[src/rtl/cache_pkg.sv]
// Shared width constants and enums for the L1-to-memory cacheline path.
// The I-cache and D-cache import the same constants.
package cache_pkg;
  localparam int LINE_W = 256;
  localparam int BEAT_W = 64;
  localparam int BEATS  = LINE_W / BEAT_W;
  localparam int CNT_W  = $clog2(BEATS);

  // Clears the byte-within-line bits of an address.
  localparam logic [31:0] LINE_ADDR_MASK = ~32'(LINE_W / 8 - 1);

  typedef enum logic [2:0] {
    IDLE,
    I_READ,
    D_READ,
    D_WRITE,
    DONE
  } arb_state_t;

  typedef enum logic {
    PORT_I,
    PORT_D
  } port_t;
endpackage

[src/rtl/cacheline_adapter.sv]
// Beat counter and line buffer: slices a latched line into write beats and
// assembles read beats into a line, flagging the final beat.
module cacheline_adapter
  import cache_pkg::*;
(
  input  logic              clk,
  input  logic              rst,
  input  logic              start_i,
  input  logic              load_wdata_i,
  input  logic [LINE_W-1:0] wdata_i,
  input  logic              active_i,
  input  logic              is_write_i,
  input  logic              mem_resp_i,
  input  logic [BEAT_W-1:0] mem_rdata_i,
  output logic [BEAT_W-1:0] mem_wdata_o,
  output logic [LINE_W-1:0] line_o,
  output logic              burst_done_o
);
  logic [CNT_W-1:0]  cnt_q, cnt_d;
  logic [LINE_W-1:0] buf_q, buf_d;

  always_comb begin
    cnt_d        = cnt_q;
    buf_d        = buf_q;
    burst_done_o = 1'b0;
    if (start_i) begin
      cnt_d = '0;
      if (load_wdata_i) buf_d = wdata_i;
    end else if (active_i && mem_resp_i) begin
      // Beat k lands in line bits [64k+63:64k]; beat 0 is the low word.
      if (!is_write_i) buf_d[int'(cnt_q) * BEAT_W +: BEAT_W] = mem_rdata_i;
      cnt_d        = cnt_q + 1'b1;
      burst_done_o = (cnt_q == CNT_W'(BEATS - 1));
    end
  end

  always_ff @(posedge clk or negedge rst) begin
    if (!rst) begin
      cnt_q <= '0;
      buf_q <= '0;
    end else begin
      cnt_q <= cnt_d;
      buf_q <= buf_d;
    end
  end

  assign mem_wdata_o = (active_i && is_write_i) ? buf_q[int'(cnt_q) * BEAT_W +: BEAT_W] : '0;
  assign line_o      = buf_q;
endmodule

[src/rtl/cache_arbiter.sv]
// Arbitrates I-cache and D-cache line requests onto one 4-beat burst memory port
// and returns the assembled line with a one-cycle response pulse.
module cache_arbiter
  import cache_pkg::*;
(
  input  logic              clk,
  input  logic              rst,
  input  logic              i_line_read,
  input  logic [31:0]       i_line_addr,
  output logic [LINE_W-1:0] i_line_rdata,
  output logic              i_line_resp,
  input  logic              d_line_read,
  input  logic              d_line_write,
  input  logic [31:0]       d_line_addr,
  input  logic [LINE_W-1:0] d_line_wdata,
  output logic [LINE_W-1:0] d_line_rdata,
  output logic              d_line_resp,
  output logic              mem_read,
  output logic              mem_write,
  output logic [31:0]       mem_addr,
  output logic [BEAT_W-1:0] mem_wdata,
  input  logic [BEAT_W-1:0] mem_rdata,
  input  logic              mem_resp,
  output arb_state_t        dbg_state_o
);
  // Handshake: a cache holds *_line_read/_write until its *_line_resp pulse and
  // drops it the cycle after; mem_resp acknowledges exactly one beat per cycle.
  arb_state_t        state_q, state_d;
  port_t             last_q, last_d, port_q, port_d;
  logic [31:0]       addr_q, addr_d;
  logic [LINE_W-1:0] i_rdata_q, d_rdata_q;
  logic              i_req, d_req, start, load_wdata, active, is_write, burst_done;
  logic              i_done, d_done;
  logic [LINE_W-1:0] line;

  assign i_req    = i_line_read;
  assign d_req    = d_line_read | d_line_write;
  assign active   = (state_q == I_READ) || (state_q == D_READ) || (state_q == D_WRITE);
  assign is_write = (state_q == D_WRITE);

  always_comb begin
    state_d    = state_q;
    last_d     = last_q;
    port_d     = port_q;
    addr_d     = addr_q;
    start      = 1'b0;
    load_wdata = 1'b0;
    case (state_q)
      IDLE: begin
        if (i_req || d_req) begin
          start = 1'b1;
          // On a tie the port not served last wins.
          if (i_req && (!d_req || last_q == PORT_D)) begin
            port_d  = PORT_I;
            addr_d  = i_line_addr & LINE_ADDR_MASK;
            state_d = I_READ;
          end else begin
            port_d = PORT_D;
            addr_d = d_line_addr & LINE_ADDR_MASK;
            if (d_line_write) begin
              state_d    = D_WRITE;
              load_wdata = 1'b1;
            end else begin
              state_d = D_READ;
            end
          end
        end
      end
      I_READ, D_READ, D_WRITE: begin
        if (burst_done) begin
          state_d = DONE;
          last_d  = port_q;
        end
      end
      DONE:    state_d = IDLE;
      default: state_d = IDLE;
    endcase
  end

  always_ff @(posedge clk or negedge rst) begin
    if (!rst) begin
      state_q   <= IDLE;
      last_q    <= PORT_D;
      port_q    <= PORT_D;
      addr_q    <= '0;
      i_rdata_q <= '0;
      d_rdata_q <= '0;
    end else begin
      state_q <= state_d;
      last_q  <= last_d;
      port_q  <= port_d;
      addr_q  <= addr_d;
      if (i_done) i_rdata_q <= line;
      if (d_done) d_rdata_q <= line;
    end
  end

  cacheline_adapter u_adapter (
    .clk          (clk),
    .rst          (rst),
    .start_i      (start),
    .load_wdata_i (load_wdata),
    .wdata_i      (d_line_wdata),
    .active_i     (active),
    .is_write_i   (is_write),
    .mem_resp_i   (mem_resp),
    .mem_rdata_i  (mem_rdata),
    .mem_wdata_o  (mem_wdata),
    .line_o       (line),
    .burst_done_o (burst_done)
  );

  assign i_done       = (state_q == DONE) && (port_q == PORT_I);
  assign d_done       = (state_q == DONE) && (port_q == PORT_D);
  assign i_line_resp  = i_done;
  assign d_line_resp  = d_done;
  assign i_line_rdata = i_done ? line : i_rdata_q;
  assign d_line_rdata = d_done ? line : d_rdata_q;
  assign mem_read     = (state_q == I_READ) || (state_q == D_READ);
  assign mem_write    = is_write;
  assign mem_addr     = active ? addr_q : '0;
  assign dbg_state_o  = state_q;

  a_d_rw_exclusive: assert property (@(posedge clk) disable iff (!rst)
    !(state_q == IDLE && d_line_read && d_line_write))
    else $warning("d_line_read and d_line_write both asserted; write takes priority");
endmodule

[config.mk]
export PLATFORM = sky130hd
export DESIGN_NAME = cache_arbiter
export DESIGN_NICKNAME = d
export VERILOG_FILES = /design/src/rtl/cache_pkg.sv /design/src/rtl/cacheline_adapter.sv /design/src/rtl/cache_arbiter.sv
export SDC_FILE = /design/constraint.sdc
export NUM_CORES = 1
export LEC_CHECK = 0
export CELL_PAD_IN_SITES_DETAIL_PLACEMENT = 0
export CELL_PAD_IN_SITES_GLOBAL_PLACEMENT = 1
export CORE_AREA = 10 10 384 386
export CTS_CLUSTER_DIAMETER = 30
export DETAILED_ROUTE_END_ITERATION = 8
export DIE_AREA = 0 0 394 396
export PLACE_DENSITY_LB_ADDON = 0.1
export SLEW_MARGIN = 40
export SYNTH_ARGS = -nofsm -noshare
export SYNTH_HDL_FRONTEND = slang
export SYNTH_SLANG_ARGS = --single-unit
[constraint.sdc]
create_clock -name clk -period 2.53 [get_ports clk]
set_clock_uncertainty 0.05 [all_clocks]
set_input_delay 0.506 -clock clk [delete_from_list [all_inputs] [get_ports clk]]
set_output_delay 0.506 -clock clk [all_outputs]
set_load 0.05 [all_outputs]
==> flow_metrics.py, run 1 <==
metrics = {
    "clock_tree": {
        "cts_root_buffer": "clkbuf_16",
        "clk_pin_slew_ns": 0.04,
        "cts.sinks": 802,
        "htree_levels": 5,
        "clock_path_buffers": 4,
        "clock_latency_ns": 0.85,
        "tritoncts": "done",
        "numCtsBuffers": 276,
    },
    "timing": {
        "setup_viol": 609,
        "maxSlewHeadroom_pct": 60.76,
        "worst_slack_ns": -0.8611,
        "fin_crit_sh_pct": 134.0,
        "hold_viol_final": 0,
        "fmax_ghz": 0.2949,
        "slew_violations": 0,
        "rsz0062_at_grt": "yes",
        "period_needed_ns": 3.391,
        "whs_ns": 0.1850,
        "worst_slew_pin_slew_ns": 0.5873,
    },
    "grt": {
        "grt_pass1_vias": 30710,
        "grt_pass1_wl_um": 245400,
        "antenna_found_initial": 30,
        "grt_use_total_pct": 21.78,
        "grt_overflow": 0,
        "grt_start_max_net_pins": 61,
    },
    "routing": {
        "num_vias": 28010,
        "finalWirelength_um": 177100,
        "drtAntennaViolNets": 0,
        "viasPerCell": 4.486,
        "dr.pass1.iters": 5,
        "route.detailed.drc": 0,
        "routedWlPerCell_um": 28.36,
        "drtIter0Drc": 1318,
    },
    "final_layout": {
        "instances_no_fill": 6244,
        "post-route-util_pct": 44.11,
        "nets": 4561,
        "nFillCells": 13000,
        "areaGrowthSynthToFinish_pct": 65.68,
        "post_route_cells_drive_above_1_share_pct": 50.10,
        "final_area_um2": 61400,
    },
    "placement": {
        "dp.cells": 5723,
        "port_buffers": 989,
        "dpl_cell_area_um2": 51450,
        "globalplace.congestion": 0.7946,
        "dp_hpwl_um": 130100,
    },
    "synth": {
        "syn_area_per_cell_um2": 13.09,
        "seq_area_frac_synth_pct": 54.16,
        "synth_edf_count": 0,
        "synth_area_leader_cell": "dfrtp_1",
        "synth_most_common_cell": "dfrtp_1",
        "ys_async_sr_fraction_pct": 100.0,
        "syn-instance-count": 2831,
        "synth_top_area_share_pct": 54.02,
        "synth_cell_types": 37,
        "netlist_top_cells_count": "800 x dfrtp_1, 769 x mux2_2, 314 x nand2_1",
        "synth_area_leaders": "dfrtp_1 54%, mux2_2 23%, mux2i_1 6.9%",
        "ys_seq_elements": 802,
        "synth-main-ff-cell": "dfrtp_1",
        "syn_area_um2": 37060,
        "ys_warn_count": 0,
    },
    "setup_path": {
        "cp.required_ns": 1.97,
        "slowest_delay_ns": 0.41,
        "arrival_ns": 2.84,
        "cp_slowest_cell": "dfrtp_2",
        "cp_top_family": "buffers and inverters",
        "crit_top_cell": "buf_12",
        "endpoint_kind": "output port",
        "startpoint_type": "register",
        "crit_path_cell_trace": "or2_4 -> nor3_4 -> buf_6 -> buf_12 -> buf_16 -> buf_12 -> mux2_4 -> buf_4",
        "path_max_fanout": 12,
        "worstSetupPathType": "register to output port",
        "path_buf_inv": 5,
        "reg2reg_from": "u_adapter.cnt_q[1]$_DFFE_PN0P_",
        "crit_start": "dbg_state_o[1]$_DFFE_PN0P_",
    },
    "die": {
        "rows": 137,
        "initial_core_util_pct": 26.62,
        "die_x_um": 394,
        "design.die.area_um2": 156000,
        "core_um2": 139200,
        "fp.dieH_um": 396,
        "pin_count": 1005,
    },
    "power": {
        "total_leakage_power_uw": 0.02986,
        "report.power.total_uw": 83120,
        "peakVddDrop_v": 0.0008136,
        "powerDensity_nw_per_um2": 1354,
    },
    "outcome": {
        "status": "finished, violations left",
        "violations": "negative setup slack",
    },
    "worst_hold_path": {
        "hold_path_class": "input pin to async pin",
    },
    "job": {
        "max-cap-violations": 0,
    },
}
## placed cells by master (no fill, tap or decap), types with 30 or more instances in the layout
cell type and instances:
nand2_1 314, clkbuf_1 68, clkinv_2 32, buf_4 603, mux2i_1 256, clkbuf_16 293
buf_12 159, mux2_2 544, inv_1 259, clkbuf_8 62, mux4_2 64, mux2_4 225
dfrtp_1 795, nor2_1 30, buf_6 55, clkdlybuf4s50_1 381, and2_2 50
## path summary, 6_finish.rpt
check / to / cells after the start / slack (ns)
worst max-delay path: i_line_rdata[187] / 8 / -0.86
worst min-delay path: i_rdata_q[244]$_DFF_PN0_ / 2 / 0.18
worst max register to register: u_adapter.line_o[188]$_DFFE_PN0P_ / 8 / 0.14
worst min register to register: i_rdata_q[96]$_DFF_PN0_ / 1 / 0.43
max in group asynchronous: u_adapter.line_o[181]$_DFFE_PN0P_ / 4 / 1.27
min in group clk: addr_q[20]$_DFFE_PN0P_ / 3 / 0.19
## worst reg2reg max path, delay by kind of cell, from the launching register on
kind / cells / cell delay, ns
AND/OR/NAND/NOR: 2 / 0.43
flip-flops: 1 / 0.41
multiplexers: 2 / 0.35
buffers and inverters: 3 / 0.87
adder cells (fa/ha/maj): 1 / 0.24
## power by group
group | internal, uW | total [uW] | switching (uW)
Combinational | 13100 | 31600 | 18400
Clock | 23100 | 32100 | 8920
Sequential | 16300 | 19500 | 3180
## flip-flops by register name (all words and copies together) (netlist names)
name,flops
addr_q,27
port_q,1
u_adapter.cnt_q,2
i_rdata_q,256
d_rdata_q,256
last_q,1
u_adapter.line_o,256
dbg_state_o,3
## per-layer routing
metal	GRT usage [%]	vias to the layer above	part of all wire (%)
met4	8.047	20	3.0
li1	-	12390	-
met3	7.379	297	7.0
met5	0	-	0.066
met1	26.39	14330	42
met2	35.74	978	48
## timing repair
action | in CTS | in global routing
hold buffers | 1 | 0
buffers inserted | 17 | 11
pin swaps | 1 | 0
setup endpoints to repair | 609 | 609
gates cloned | 5 | 10
resized for setup | 88 | 37
endpoints found under the hold margin | 287 | 0
## metrics by stage
stage	setup TNS [ns]	setup WS, ns
after floorplan	-2.829	-0.07339
after global placement	-6.885	-0.08183
after detailed placement	-8.819	-0.08732
after CTS	-484.08	-0.9274
after global routing	-493.33	-0.9613
final	-433.39	-0.8611
## layout make-up
| type | count | area [um^2] | area share (%) |
|---|---|---|---|
| diodes | 13 | 32.53 | 0.05298 |
| clock buffers | 413 | 8190 | 13.34 |
| clock inverters | 53 | 630.6 | 1.027 |
| inverters | 260 | 975.9 | 1.590 |
| multi-input cells | 1593 | 16170 | 26.34 |
| flip-flops and latches | 802 | 20080 | 32.71 |
| well taps | 1876 | 2347 | 3.823 |
| repair buffers | 1234 | 12970 | 21.12 |
## cells by family (layout without fill, tap and decap cells)
| kind of cell | Yosys count | count (layout) | share of synthesized area (%) |
|---|---|---|---|
| muxes | 1089 | 1089 | 34.17 |
| DFF | 802 | 802 | 54.16 |
| adders and majority gates | 4 | 4 | 0.1351 |
| and+or+nand+nor | 455 | 455 | 5.375 |
| xor gates and xnor gates | 2 | 2 | 0.04728 |
| AOI/OAI and AO/OA | 38 | 38 | 0.6719 |
| buffers and inverters | 440 | 1960 | 5.426 |
| other | 1 | 18 | 0.01012 |
Power figures use the tool's default switching activity.
==> inputs of run 2 (changes only) <==
- TNS_END_PERCENT: default -> 50
==> flow_metrics.py, run 2 (synthesized netlist as in run 1, its figures left out) <==
metrics = {
    "routing": {
        "wl_met3_um": 13490,
        "drtAntennaViolNets": 0,
        "finalWirelength_um": 175000,
        "dr.pass1.iters": 5,
        "wl_met1_um": 71000,
        "num_vias": 27850,
        "viasPerCell": 4.479,
        "drtIter0Drc": 1469,
        "routedWlPerCell_um": 28.15,
        "dr_wl_met2_um": 86120,
        "route.detailed.drc": 0,
        "dr.max_layer_used": "met5",
    },
    "placement": {
        "pre_cts_ws_ns": -0.1912,
        "globalplace.congestion": 0.8139,
        "dp_hpwl_um": 128800,
        "port_buffers": 989,
        "dpl_cell_area_um2": 51340,
    },
    "die": {
        "initial_core_util_pct": 26.62,
        "pin_count": 1005,
        "fp.dieH_um": 396,
        "design.die.area_um2": 156000,
        "core_um2": 139200,
        "rows": 137,
        "die_x_um": 394,
    },
    "clock_tree": {
        "clock_latency_ns": 0.83,
        "numCtsBuffers": 241,
        "cts.sinks": 802,
        "tritoncts": "done",
        "cts_root_buffer": "clkbuf_16",
        "htree_levels": 4,
        "clock_path_buffers": 3,
        "clk_pin_slew_ns": 0.04,
    },
    "timing": {
        "worst_slack_ns": -0.8448,
        "fin_crit_sh_pct": 133.4,
        "hold_viol_final": 0,
        "setup_viol": 607,
        "period_needed_ns": 3.375,
        "rsz0062_at_grt": "yes",
        "worst_slew_pin_slew_ns": 0.6606,
        "fmax_ghz": 0.2963,
        "maxSlewHeadroom_pct": 55.96,
        "slew_violations": 0,
    },
    "setup_path": {
        "startpoint_type": "register",
        "critical_path_depth": 8,
        "cp_top_family": "buffers and inverters",
        "worstSetupPathType": "register to output port",
        "crit_path_cell_trace": "or2_4 -> nor3_4 -> buf_12 -> buf_16 -> buf_8 -> buf_16 -> mux2_4 -> buf_12",
        "path_buf_inv": 5,
        "cp.required_ns": 1.97,
        "r2r_end": "u_adapter.line_o[59]$_DFFE_PN0P_",
        "rr_worst_depth": 8,
        "r2r_slack_ns": 0.03,
        "path_max_fanout": 10,
        "endpoint": "i_line_rdata[224]",
        "crit_start": "dbg_state_o[0]$_DFFE_PN0P_",
        "slowest_delay_ns": 0.41,
        "endpoint_kind": "output port",
        "reg2reg_from": "u_adapter.cnt_q[0]$_DFFE_PN0P_",
        "cp_slowest_cell": "dfrtp_2",
        "arrival_ns": 2.82,
    },
    "grt": {
        "grt_pass1_wl_um": 241700,
        "antenna_found_initial": 37,
        "grt_start_max_net_pins": 82,
        "grt_use_total_pct": 21.42,
        "grt_overflow": 0,
        "grt_pass1_vias": 30470,
    },
    "outcome": {
        "violations": "negative setup slack",
        "status": "finished, violations left",
    },
    "final_layout": {
        "areaGrowthSynthToFinish_pct": 67.18,
        "layout_common_cells": "795 x dfrtp_1, 527 x mux2_2, 444 x buf_4",
        "post_route_cells_drive_above_1_share_pct": 49.20,
        "final_area_um2": 61950,
        "final_common_cell": "dfrtp_1",
        "nFillCells": 12920,
        "post-route-util_pct": 44.51,
        "nets": 4516,
    },
    "power": {
        "total_leakage_power_uw": 0.02983,
        "powerDensity_nw_per_um2": 1325,
        "report.power.total_uw": 82080,
        "peakVddDrop_v": 0.0008231,
    },
    "job": {
        "max-cap-violations": 0,
    },
    "worst_hold_path": {
        "hold_path_class": "input pin to async pin",
    },
}
## run 2: changes by cell type in the layout (fill, tap and decap cells not counted), moves of 18 or more
cell	change
and2_2	-50
clkbuf_16	-36
clkbuf_1	-23
and2_1	+50
buf_4	-159
buf_12	+20
clkinv_2	+26
buf_6	+94
bufinv_16	+18
buf_8	+27
## run 2: repair_timing
| item | CTS | global route |
|---|---|---|
| hold buffers | 1 | 0 |
| setup endpoints to repair | 607 | 626 |
| resized for setup | 122 | 188 |
| buffers inserted | 11 | 24 |
| pin swaps | 0 | 0 |
| endpoints found under the hold margin | 346 | 0 |
| cloned | 6 | 17 |
## run 2: metal layers
metal / vias to the layer above / track usage, %
met4: 24 / 6.440
met1: 14280 / 25.30
met3: 263 / 7.980
li1: 12330 / -
met5: - / 0
met2: 954 / 36.09
## run 2: cell type report
type | instances | area (um^2) | area share [%]
clock buffer | 334 | 6860 | 11.07
multi-input combinational | 1593 | 16170 | 26.11
sequential | 802 | 20080 | 32.42
inverter | 260 | 975.9 | 1.575
timing repair buffer | 1224 | 13900 | 22.44
tap | 1876 | 2347 | 3.789
clock inverter | 112 | 1574 | 2.541
antenna | 16 | 40.04 | 0.06463
## run 2: worst min-delay path by stage
stage / cells after the start / slack [ns] / end / startpoint
3_3_place_gp: 1 / 0.34 / addr_q[10]$_DFFE_PN0P_ / rst
4_1_cts: 2 / 0.05 / addr_q[10]$_DFFE_PN0P_ / rst
2_1_floorplan: 0 / 0.16 / addr_q[10]$_DFFE_PN0P_ / rst
3_5_place_dp: 1 / 0.35 / addr_q[10]$_DFFE_PN0P_ / rst
6_report: 2 / 0.08 / addr_q[10]$_DFFE_PN0P_ / rst
5_1_grt: 2 / 0.07 / addr_q[10]$_DFFE_PN0P_ / rst
## run 2: worst register-to-register path, cell delays in order, from the launching register on
cell and delay, ns:
dfrtp_4 0.52, inv_1 0.10, ha_1 0.32, nor3b_2 0.48
buf_4 0.35, buf_4 0.22, nand2_1 0.06, mux2i_1 0.13
mux2_2 0.16
## run 2: power breakdown
part	total [uW]	switching [uW]	leakage, uW	internal, uW
sequential	19500	3210	0.0110	16300
combinational	31800	18300	0.0147	13500
clock	30800	9010	0.00416	21800
## run 2: metrics by stage
step | instances | hold WS, ns | TNS (ns)
final | 6217 | 0.08354 | -423.82
after global placement | 5696 | 0.3433 | -32.44
after CTS | 6160 | 0.05126 | -486.46
after global routing | 6213 | 0.06739 | -490.86
after detailed placement | 5696 | 0.3480 | -29.38
after floorplan | 2835 | 0.1604 | -12.51
==> inputs of run 3 (changes only) <==
- SYNTH_HIERARCHICAL: default -> 1
==> flow_metrics.py, run 3 <==
metrics = {
    "outcome": {
        "status": "finished, violations left",
        "violations": "negative setup slack",
    },
    "synth": {
        "synth_area_leader_cell": "dfrtp_1",
        "synth_area_leaders": "dfrtp_1 54%, mux2_2 16%, mux2_4 8.1%",
        "ys_seq_elements": 802,
        "ys_warn_count": 6,
        "synth_most_common_cell": "dfrtp_1",
        "syn-instance-count": 2436,
        "synth_cell_types": 41,
        "synth_top_area_share_pct": 54.04,
        "netlist_top_cells_count": "800 x dfrtp_1, 528 x mux2_2, 256 x a32o_1",
        "seq_area_frac_synth_pct": 54.18,
        "synth_edf_count": 0,
        "syn_area_um2": 37050,
        "syn_area_per_cell_um2": 15.21,
        "ys_async_sr_fraction_pct": 100.0,
        "synth-main-ff-cell": "dfrtp_1",
    },
    "timing": {
        "worst_slew_pin_slew_ns": 0.8425,
        "fmax_ghz": 0.3010,
        "slew_violations": 0,
        "hold_viol_final": 0,
        "period_needed_ns": 3.322,
        "fin_crit_sh_pct": 131.3,
        "maxSlewHeadroom_pct": 43.83,
        "setup_viol": 788,
        "worst_slack_ns": -0.7920,
        "rsz0062_at_grt": "yes",
    },
    "grt": {
        "antenna_found_initial": 39,
        "busiest_layer": "met2",
        "grt_util_met3_pct": 7.326,
        "met2_usage_pct": 39.38,
        "use_met1_pct": 26.33,
        "grt_pass1_wl_um": 255500,
        "grt_use_total_pct": 22.64,
        "grt_pass1_vias": 31060,
        "grt_overflow": 0,
        "grt_start_max_net_pins": 135,
    },
    "final_layout": {
        "final_common_cell": "dfrtp_1",
        "instances_no_fill": 5751,
        "post_route_cells_drive_above_1_share_pct": 55.96,
        "nets": 4062,
        "areaGrowthSynthToFinish_pct": 61.40,
        "post-route-util_pct": 42.96,
        "layout_common_cells": "795 x dfrtp_1, 514 x buf_4, 484 x mux2_2",
        "nFillCells": 12800,
    },
    "routing": {
        "finalWirelength_um": 187600,
        "routedWlPerCell_um": 32.61,
        "viasPerCell": 4.931,
        "num_vias": 28360,
        "dr.pass1.iters": 5,
        "drtIter0Drc": 1951,
        "drtAntennaViolNets": 0,
        "route.detailed.drc": 0,
    },
    "clock_tree": {
        "cts_root_buffer": "clkbuf_16",
        "cts.sinks": 802,
        "numCtsBuffers": 225,
        "clock_latency_ns": 0.81,
        "tritoncts": "done",
        "htree_levels": 4,
        "clock_path_buffers": 3,
        "clk_pin_slew_ns": 0.04,
    },
    "die": {
        "initial_core_util_pct": 26.62,
        "core_um2": 139200,
        "design.die.area_um2": 156000,
        "rows": 137,
        "die_x_um": 394,
        "fp.dieH_um": 396,
        "pin_count": 1005,
    },
    "placement": {
        "port_buffers": 989,
        "globalplace.congestion": 0.8357,
        "dp_hpwl_um": 134500,
        "dp.cells": 5237,
    },
    "setup_path": {
        "path_max_fanout": 20,
        "cp.required_ns": 1.97,
        "crit_path_cell_trace": "nor2_2 -> and3_4 -> buf_4 -> buf_12 -> buf_12 -> mux2_2 -> buf_4",
        "cp_slowest_cell": "dfrtp_2",
        "worstSetupPathType": "register to output port",
        "arrival_ns": 2.77,
        "endpoint_kind": "output port",
        "r2r_end": "u_adapter/line_o[188]$_DFFE_PN0P_",
        "r2r_slack_ns": -0.14,
        "rr_worst_depth": 8,
        "startpoint_type": "register",
        "slowest_delay_ns": 0.43,
        "reg2reg_from": "dbg_state_o[0]$_DFFE_PN0P_",
    },
    "power": {
        "powerDensity_nw_per_um2": 1217,
        "peakVddDrop_v": 0.0006509,
        "total_leakage_power_uw": 0.02800,
    },
    "worst_hold_path": {
        "hold_path_class": "input pin to async pin",
    },
    "job": {
        "max-cap-violations": 0,
    },
}
## run 3: worst max-delay path by stage
stage / start / endpoint / slack (ns)
5_1_grt: dbg_state_o[0]$_DFFE_PN0P_ / i_line_rdata[134] / -0.90
6_report: dbg_state_o[0]$_DFFE_PN0P_ / d_line_rdata[231] / -0.79
3_5_place_dp: i_line_read / u_adapter/line_o[232]$_DFFE_PN0P_ / -0.64
4_1_cts: dbg_state_o[0]$_DFFE_PN0P_ / i_line_rdata[105] / -0.88
3_3_place_gp: i_line_read / u_adapter/line_o[229]$_DFFE_PN0P_ / -0.63
2_1_floorplan: dbg_state_o[0]$_DFFE_PN0P_ / u_adapter/line_o[132]$_DFFE_PN0P_ / -0.08
## run 3: cell type report
class,instances,area [um^2],area share [%]
diodes,19,47.55,0.07952
clock buffers,290,6277,10.50
repair buffers,1230,13220,22.10
well taps,1876,2347,3.926
clock inverters,126,1718,2.873
multi-input cells,1403,16070,26.88
inverters,5,28.78,0.04813
flip-flops and latches,802,20080,33.59
## run 3: through the flow
step	area (um^2)	TNS, ns	worst slack (ns)	hold slack (ns)	total power, uW
floorplan	37700	-22.24	-0.07967	0.1604	31200
global placement	49490	-131.85	-0.6253	0.4293	42650
detailed placement	49490	-138.92	-0.6384	0.4289	42940
CTS	58520	-480.66	-0.8779	0.1610	72930
global route	59780	-512.97	-0.8975	0.1900	75280
finish	59790	-429.38	-0.7920	0.2296	72790
## run 3: power by group
part	switching, uW	internal [uW]
clock network	8760	20700
logic	15000	10300
registers	2630	15300
total	26400	46400
## run 3: per-layer routing
metal,up-vias,share of wire [%]
met5,-,0.11
met4,30,2.6
met3,277,6.9
met2,1212,51
met1,14970,39
li1,11870,-
## run 3: repair_timing
item                                    in CTS  in global routing
gates resized for setup                    129                160
endpoints found under the hold margin      174                  0
pin swaps                                    1                  6
endpoints found under the setup margin     617                860
hold buffers                                 1                  0
setup buffers                               30                 21
gates cloned                                 9                 19
## run 3: worst max-delay path, delay by kind of cell (launching register included)
family                 cells  cell delay, ns
buffers and inverters      4            0.72
DFF                        1            0.43
muxes                      1            0.39
and+or+nand+nor            2            0.35
## run 3: cells by family (layout without fill, tap and decap cells)
family | Yosys count | count (layout) | synth area share, %
flip-flops | 802 | 802 | 54.18
AO/OA/AOI/OAI | 349 | 349 | 8.437
buffers and inverters | 235 | 1651 | 4.364
other | 1 | 24 | 0.01012
AND/OR/NAND/NOR | 208 | 208 | 3.469
adder cells (fa/ha/maj) | 5 | 5 | 0.1689
XOR/XNOR | 2 | 2 | 0.04729
multiplexers | 834 | 834 | 29.32
